$ cat src/rtl/wish_unpack_if.sv
// Wishbone-style source/destination bundle for the wide-to-narrow unpacker.
// slave  : the unpacker's view (accepts wide words, drives narrow beats).
// master : the environment's view (drives wide words, accepts narrow beats).
interface wish_unpack_if #(
   parameter int DATA_WIDTH = 8,
   parameter int NUM_PACK   = 4,
   parameter int TGC_WIDTH  = 2
);
   logic                           s_stb_i;
   logic                           s_cyc_i;
   logic                           s_ack_o;
   logic                           s_stall_o;
   logic [DATA_WIDTH*NUM_PACK-1:0] s_dat_i;
   logic [TGC_WIDTH-1:0]           s_tgc_i;
   logic                           d_stb_o;
   logic                           d_cyc_o;
   logic                           d_ack_i;
   logic [DATA_WIDTH-1:0]          d_dat_o;
   logic [TGC_WIDTH-1:0]           d_tgc_o;
   logic                           d_last_o;

   modport slave (
      input  s_stb_i, s_cyc_i, s_dat_i, s_tgc_i, d_ack_i,
      output s_ack_o, s_stall_o, d_stb_o, d_cyc_o, d_dat_o, d_tgc_o, d_last_o
   );

   modport master (
      output s_stb_i, s_cyc_i, s_dat_i, s_tgc_i, d_ack_i,
      input  s_ack_o, s_stall_o, d_stb_o, d_cyc_o, d_dat_o, d_tgc_o, d_last_o
   );
endinterface

$ cat src/rtl/wish_unpack.sv
// Wide-to-narrow unpacker: one NUM_PACK*DATA_WIDTH word in, NUM_PACK beats out.
// A single holding register plus a beat index; a new word is taken in the same
// cycle the last beat of the current word is acked, so there are no bubbles.
module wish_unpack #(
   parameter int DATA_WIDTH    = 8,
   parameter int NUM_PACK      = 4,
   parameter int TGC_WIDTH     = 2,
   parameter bit LITTLE_ENDIAN = 1'b1
) (
   input  logic          clk_i,
   input  logic          rst_i,
   wish_unpack_if.slave  bus
);

   localparam int IW = (NUM_PACK > 1) ? $clog2(NUM_PACK) : 1;
   // LE walks slices upward from 0, BE walks downward from the top slice.
   localparam logic [IW-1:0] IDX_START = LITTLE_ENDIAN ? '0 : IW'(NUM_PACK - 1);
   localparam logic [IW-1:0] IDX_LAST  = LITTLE_ENDIAN ? IW'(NUM_PACK - 1) : '0;

   typedef enum logic {EMPTY = 1'b0, BUSY = 1'b1} state_t;

   state_t                               state_q, state_d;
   logic [NUM_PACK-1:0][DATA_WIDTH-1:0]  buf_q, buf_d;
   logic [TGC_WIDTH-1:0]                 tag_q, tag_d;
   logic [IW-1:0]                        idx_q, idx_d;

   logic valid, last_beat, beat, take, s_req, accept;

   assign valid     = (state_q == BUSY);
   assign last_beat = valid && (idx_q == IDX_LAST);
   assign beat      = valid && bus.d_ack_i;
   // Room for a new word: nothing held, or the final beat leaves this cycle.
   assign take      = !valid || (last_beat && bus.d_ack_i);
   assign s_req     = bus.s_stb_i && bus.s_cyc_i && !rst_i;
   assign accept    = s_req && take;

   assign bus.s_ack_o   = accept;
   assign bus.s_stall_o = s_req && !take;
   assign bus.d_stb_o   = valid;
   assign bus.d_cyc_o   = valid;
   assign bus.d_dat_o   = buf_q[idx_q];
   assign bus.d_tgc_o   = tag_q;
   assign bus.d_last_o  = last_beat;

   // Next state: advance the index on each beat, reload on an accepted word.
   always_comb begin
      state_d = state_q;
      buf_d   = buf_q;
      tag_d   = tag_q;
      idx_d   = idx_q;
      if (beat) begin
         if (last_beat) begin
            idx_d   = IDX_START;
            state_d = EMPTY;
         end else if (LITTLE_ENDIAN) begin
            idx_d = idx_q + 1'b1;
         end else begin
            idx_d = idx_q - 1'b1;
         end
      end
      // An accept in the last-beat cycle overrides the drop to EMPTY.
      if (accept) begin
         buf_d   = bus.s_dat_i;
         tag_d   = bus.s_tgc_i;
         idx_d   = IDX_START;
         state_d = BUSY;
      end
   end

   // State registers; reset clears everything so all outputs read zero.
   always_ff @(posedge clk_i or posedge rst_i) begin
      if (rst_i) begin
         state_q <= EMPTY;
         buf_q   <= '0;
         tag_q   <= '0;
         idx_q   <= IDX_START;
      end else begin
         state_q <= state_d;
         buf_q   <= buf_d;
         tag_q   <= tag_d;
         idx_q   <= idx_d;
      end
   end

endmodule

$ cat src/flat_wrapper.sv
// flat-port wrapper written by rule: the top's interface ports become plain ports
module wish_unpack_flat 
#(
   parameter int DATA_WIDTH    = 8,
   parameter int NUM_PACK      = 4,
   parameter int TGC_WIDTH     = 2,
   parameter bit LITTLE_ENDIAN = 1'b1
)
  (clk_i, rst_i, bus_s_stb_i, bus_s_cyc_i, bus_s_dat_i, bus_s_tgc_i, bus_d_ack_i, bus_s_ack_o, bus_s_stall_o, bus_d_stb_o, bus_d_cyc_o, bus_d_dat_o, bus_d_tgc_o, bus_d_last_o);
  wish_unpack_if #(.DATA_WIDTH(DATA_WIDTH), .NUM_PACK(NUM_PACK), .TGC_WIDTH(TGC_WIDTH)) bus_i ();
  input  logic clk_i;
  input  logic rst_i;
  input wire logic [$bits(bus_i.s_stb_i)-1:0] bus_s_stb_i;
  input wire logic [$bits(bus_i.s_cyc_i)-1:0] bus_s_cyc_i;
  input wire logic [$bits(bus_i.s_dat_i)-1:0] bus_s_dat_i;
  input wire logic [$bits(bus_i.s_tgc_i)-1:0] bus_s_tgc_i;
  input wire logic [$bits(bus_i.d_ack_i)-1:0] bus_d_ack_i;
  output wire logic [$bits(bus_i.s_ack_o)-1:0] bus_s_ack_o;
  output wire logic [$bits(bus_i.s_stall_o)-1:0] bus_s_stall_o;
  output wire logic [$bits(bus_i.d_stb_o)-1:0] bus_d_stb_o;
  output wire logic [$bits(bus_i.d_cyc_o)-1:0] bus_d_cyc_o;
  output wire logic [$bits(bus_i.d_dat_o)-1:0] bus_d_dat_o;
  output wire logic [$bits(bus_i.d_tgc_o)-1:0] bus_d_tgc_o;
  output wire logic [$bits(bus_i.d_last_o)-1:0] bus_d_last_o;
  assign bus_i.s_stb_i = bus_s_stb_i;
  assign bus_i.s_cyc_i = bus_s_cyc_i;
  assign bus_i.s_dat_i = bus_s_dat_i;
  assign bus_i.s_tgc_i = bus_s_tgc_i;
  assign bus_i.d_ack_i = bus_d_ack_i;
  assign bus_s_ack_o = bus_i.s_ack_o;
  assign bus_s_stall_o = bus_i.s_stall_o;
  assign bus_d_stb_o = bus_i.d_stb_o;
  assign bus_d_cyc_o = bus_i.d_cyc_o;
  assign bus_d_dat_o = bus_i.d_dat_o;
  assign bus_d_tgc_o = bus_i.d_tgc_o;
  assign bus_d_last_o = bus_i.d_last_o;
  wish_unpack #(.DATA_WIDTH(DATA_WIDTH), .NUM_PACK(NUM_PACK), .TGC_WIDTH(TGC_WIDTH), .LITTLE_ENDIAN(LITTLE_ENDIAN)) u_core (.clk_i(clk_i), .rst_i(rst_i), .bus(bus_i));
endmodule
$ cat config.mk
export PLATFORM = sky130hd
export DESIGN_NAME = wish_unpack_flat
export DESIGN_NICKNAME = d
export VERILOG_FILES = /design/src/rtl/wish_unpack_if.sv /design/src/rtl/wish_unpack.sv /design/src/flat_wrapper.sv
export SDC_FILE = /design/constraint.sdc
export NUM_CORES = 1
export LEC_CHECK = 0
export CAP_MARGIN = 20
export CELL_PAD_IN_SITES_DETAIL_PLACEMENT = 1
export CELL_PAD_IN_SITES_GLOBAL_PLACEMENT = 1
export CORE_MARGIN = 1
export CORE_UTILIZATION = 30
export DETAILED_ROUTE_END_ITERATION = 6
export HOLD_SLACK_MARGIN = 0.1
export PLACE_DENSITY = 0.79
export SYNTH_ARGS = -nofsm -noshare
export SYNTH_HDL_FRONTEND = slang
export SYNTH_SLANG_ARGS = --single-unit
$ cat constraint.sdc
create_clock -name clk_i -period 2 [get_ports clk_i]
set_clock_uncertainty 0.15 [all_clocks]
set_input_delay 0.3 -clock clk_i [delete_from_list [all_inputs] [get_ports clk_i]]
set_output_delay 0.3 -clock clk_i [all_outputs]
set_load 0.01 [all_outputs]
Yosys cells after proc, flatten, opt, wreduce, memory -nomap -nowiden. Cells that the tools add are included.

$add $sub $neg: 1. Muxes and demuxes: 8. $lt $le $gt $ge: 1. Reduce and logical (&&, ||, !) cells: 14. Equal/unequal tests: 1.

Operator list (count): $bmux 8 s2 (1); $mux 8 (1); $logic_and 1x1->1 (7); $mux 2 (3); $reduce_bool 2->1 (2); $logic_not 1->1 (3); $lt 2x3->1 const B (1); $mux 1 (3); $add 2x1->2 const B (1); $eq 2x2->1 const B (1); $reduce_and 2->1 (1); $logic_or 1x1->1 (1).

Word-level logic and storage cells: 32. Bits in registers: 37.

Longest topological paths before layout.
Depth in word-level cells: 7. Mapped depth: 5.

Least setup slack after synthesis. No wires, ideal clock.

Path kind: register to register. Start: register u_core.idx_q[0]. End: register u_core.buf_q[15] in the netlist's numbering. Path buffers: 1. Required time: 1.725 ns. Period minus slack after synthesis: 1.706 ns. Arrival time: 1.431 ns. Stages on the path, launching flop included: 6. Slack: 0.294 ns. Cell sequence: dfrtp_1 > ha_1 > nand2_2 > a21oi_4 > buf_6 > mux2_2.

Cells in the longest elaborated chain, start to end: 5.

Ends and longest elaborated chain: from (decl) (RTL line wish_unpack.sv:25) `logic [IW-1:0] idx_q, idx_d;`; from (signal assigned) (RTL line wish_unpack.sv:81) `idx_q <= idx_d;`; $eq 2x2->1 (RTL line wish_unpack.sv:30) `assign last_beat = valid && (idx_q == IDX_LAST);`; $logic_and 1x1->1 (RTL line wish_unpack.sv:30); $logic_and 1x1->1 (RTL line wish_unpack.sv:33) `assign take = !valid || (last_beat && bus.d_ack_i);`; $logic_or 1x1->1 (RTL line wish_unpack.sv:33); $logic_and 1x1->1 (RTL line wish_unpack.sv:35) `assign accept = s_req && take;`; named net bus_s_ack_o (RTL line flat_wrapper.sv:18) `output wire logic [$bits(bus_i.s_ack_o)-1:0] bus_s_ack_o;`; to (signal assigned) (RTL line wish_unpack.sv:79) `buf_q <= buf_d;`; to (decl) (RTL line wish_unpack.sv:23) `logic [NUM_PACK-1:0][DATA_WIDTH-1:0] buf_q, buf_d;`.

The timed path passes the listed nets, and every way through them passes these cells. A chain may end at the register's enable or synchronous reset.

Worst setup path after layout.
Start: register u_core.idx_q[0]. End: output port bus_d_dat_o[2].

Cells in the longest elaborated chain, start to end: 2.

Ends and longest elaborated chain: $bmux 8 s2 (RTL line wish_unpack.sv:41) `assign bus.d_dat_o = buf_q[idx_q];`; $mux 8 (implied by the code) (RTL line wish_unpack.sv:41); to (decl) (RTL line flat_wrapper.sv:22) `output wire logic [$bits(bus_i.d_dat_o)-1:0] bus_d_dat_o;`.

Every way passes these cells. The select of a mux whose other input is x is not followed.

==> results.cfg <==
[grt]
grt_pass1_wl_um = 6506
grt_antenna_before_repair = 0
grt_pass1_vias = 1327
groute.usage.overall = 0.1500
grt_max_degree = 38
grt.overflow.total = 0

[clocking]
clockBufferDepth = 2
clockRootBuffer = clkbuf_8
cts-buffers-inserted = 5
clkSinkCount = 37
htreeDepth = 2
clk_latency_ps = 280
cts_tree = done
clk_pin_slew_ps = 70

[detailed_routing]
dr.pass1.iters = 2
finalWirelength_um = 3899
drc = 0
wl_per_cell_um = 16.11
vias_per_cell = 4.570
vias = 1106
antenna_left = 0
drtIter0Drc = 36

[run_status]
status = complete, but fails checks
violations = negative setup slack

[timing]
fmax_mhz = 488.9
finalCritPeriodShare = 1.023
fin_ws_ps = -45.22
final_hold_viol_count = 0
relSlewSlack = 0.6911
min_period_ps = 2045
slew_violations = 0
holdWs_ps = 325.4
tightestPinTransition_ps = 463.4
rsz0062_at_grt = true
finalSetupViolations = 5

[synth]
yosys.cell_types.count = 19
ys_seq_area_frac = 0.5527
avgSynthCellArea_sq_um = 16.11
synthCells = 104
syn_nets = 144
syn_area_sq_um = 1675
synth-warning-count = 0
ys_ff_latch = 37

[floorplan]
row_count = 26
initial_core_util = 0.3199
die_area_sq_um = 5887
die_h_um = 76.73
die_x_um = 76.73
boundaryPins = 54
core_sq_um = 5238

[worst_setup_path]
crit_arrival_ps = 1600
reg2reg_from = u_core.idx_q[0]$_DFFE_PP0P_
crit_fanout = 4
path_common_cell = buf_6
r2r-end = u_core.buf_q[4]$_DFFE_PP0N_
crit_path_end_kind = output pin
worstPathRequired_ps = 1550
cp.buffers_inverters = 3
slowest_stage = mux4_2
crit_path_cell_trace = buf_4, buf_6, mux4_2, buf_6
crit_type = reg -> out
start_kind = flop
ff2ff_setup_slack_ps = 210
slowest_delay_ps = 510
crit_family = multiplexers
reg2reg_depth = 6

[pwr]
peakVddDrop_mv = 0.6266
power.density_nw_per_um2 = 1398
p_leak_nw = 1.044
power_w = 0.003398

[finish]
layout_commonest_cell = clkdlybuf4s50_1
stdcell_area_sq_um = 2431
num_antenna_cells = 0
n_fill_cell = 530
mostFrequentLayoutCells = clkdlybuf4s50_1, dfrtp_1, mux2_2, buf_4, mux4_2
syn2layout_area_growth_pct = 45.11
drive_gt1_frac = 0.4186
nets = 211
stdcell_count = 242

[place]
post_dp_cell_area_sq_um = 2346
post-place-cells = 231
gp_congestion = 0.7197
portBuffers = 53
place_hpwl_um = 2927

[run]
cap_viol_max_count = 0

[hold_path]
min_path_type = in -> async
[flip-flops by register name, indices dropped and copies added (netlist names)]
signal,count
u_core.bus.d_cyc_o,1
u_core.bus.d_tgc_o,2
u_core.buf_q,32
u_core.idx_q,2
[cell usage after synthesis]
library cell | count | share of area
dfrtp_1 | 37 | 0.55
ha_1 | 1 | 0.0075
nand3b_4 | 1 | 0.012
mux4_2 | 8 | 0.11
buf_6 | 3 | 0.020
o2111ai_1 | 1 | 0.0052
o211ai_1 | 1 | 0.0045
nand2_1 | 5 | 0.011
mux2_1 | 1 | 0.0067
buf_4 | 1 | 0.0045
nand2_2 | 1 | 0.0037
inv_1 | 2 | 0.0045
mux2i_1 | 2 | 0.012
nor2_1 | 2 | 0.0045
buf_2 | 2 | 0.0060
clkbuf_1 | 1 | 0.0022
and2_1 | 1 | 0.0037
mux2_2 | 33 | 0.22
a21oi_4 | 1 | 0.0097
[cells by family (layout without fill, tap and decap cells)]
| family | count (synthesis) | after routing | synth area share |
|---|---|---|---|
| simple gates | 10 | 10 | 0.03511 |
| compound gates | 3 | 3 | 0.01942 |
| fa+ha+maj | 1 | 1 | 0.007467 |
| flops | 37 | 37 | 0.5527 |
| mux | 44 | 44 | 0.3480 |
| buf+inv | 9 | 77 | 0.03734 |
[timing repair]
action,CTS,global route
endpoints found under the setup margin,11,10
pin swaps,0,0
hold buffers,0,0
buffers inserted,4,0
gates resized for setup,38,6
[worst register-to-register path, stage by stage, from the launching register on]
cell	delay, ps
dfrtp_1	400
ha_1	210
nand2_2	90
a21oi_4	160
buf_4	160
buf_12	150
mux2_2	350
[through the flow]
stage	setup WS [ps]	setup TNS, ps	util
3_5_place_dp	-65.17	-295.6	0.4479
2_1_floorplan	294.0	0	-
6_report	-45.22	-173.7	0.4642
3_3_place_gp	-69.54	-131.2	0.4479
5_1_grt	-108.2	-537.7	0.4642
4_1_cts	-113.1	-242.6	0.4661
[layer usage]
layer | vias up | track usage | share of wire
li1 | 509 | - | -
met1 | 554 | 0.1551 | 0.38
met2 | 38 | 0.2616 | 0.51
met3 | 5 | 0.07024 | 0.085
met4 | 0 | 0.05769 | 0.018
met5 | - | 0 | 0
[worst max-delay path by stage]
| stage | from | to | slack (ps) | depth (start not counted) |
|---|---|---|---|---|
| after detailed placement | bus_d_ack_i | bus_s_ack_o | -70 | 4 |
| after global placement | bus_d_ack_i | bus_s_ack_o | -70 | 4 |
| after CTS | u_core.idx_q[0]$_DFFE_PP0P_ | bus_d_dat_o[7] | -110 | 5 |
| final | u_core.idx_q[0]$_DFFE_PP0P_ | bus_d_dat_o[2] | -50 | 4 |
| after floorplan | u_core.idx_q[0]$_DFFE_PP0P_ | u_core.buf_q[15]$_DFFE_PP0N_ | 290 | 5 |
| after global routing | u_core.idx_q[0]$_DFFE_PP0P_ | bus_d_dat_o[1] | -110 | 4 |
[area by class of cell]
cell class              instances  area [sq um]  area share
repair buffers                 67         643.1      0.2645
flip-flops and latches         37         925.9      0.3809
clock buffers                   8         80.08     0.03294
inverters                       2         7.507    0.003088
well taps                      70         87.58     0.03603
multi-input cells              58         686.9      0.2826
[report_power, final]
part | switching, W | total, W | internal [W]
clock network | 0.000244 | 0.000491 | 0.000247
registers | 0.000219 | 0.00134 | 0.00112
logic | 0.000568 | 0.00157 | 0.000998
total | 0.00103 | 0.00340 | 0.00237
Note: power is estimated with default switching activity, not from simulation.
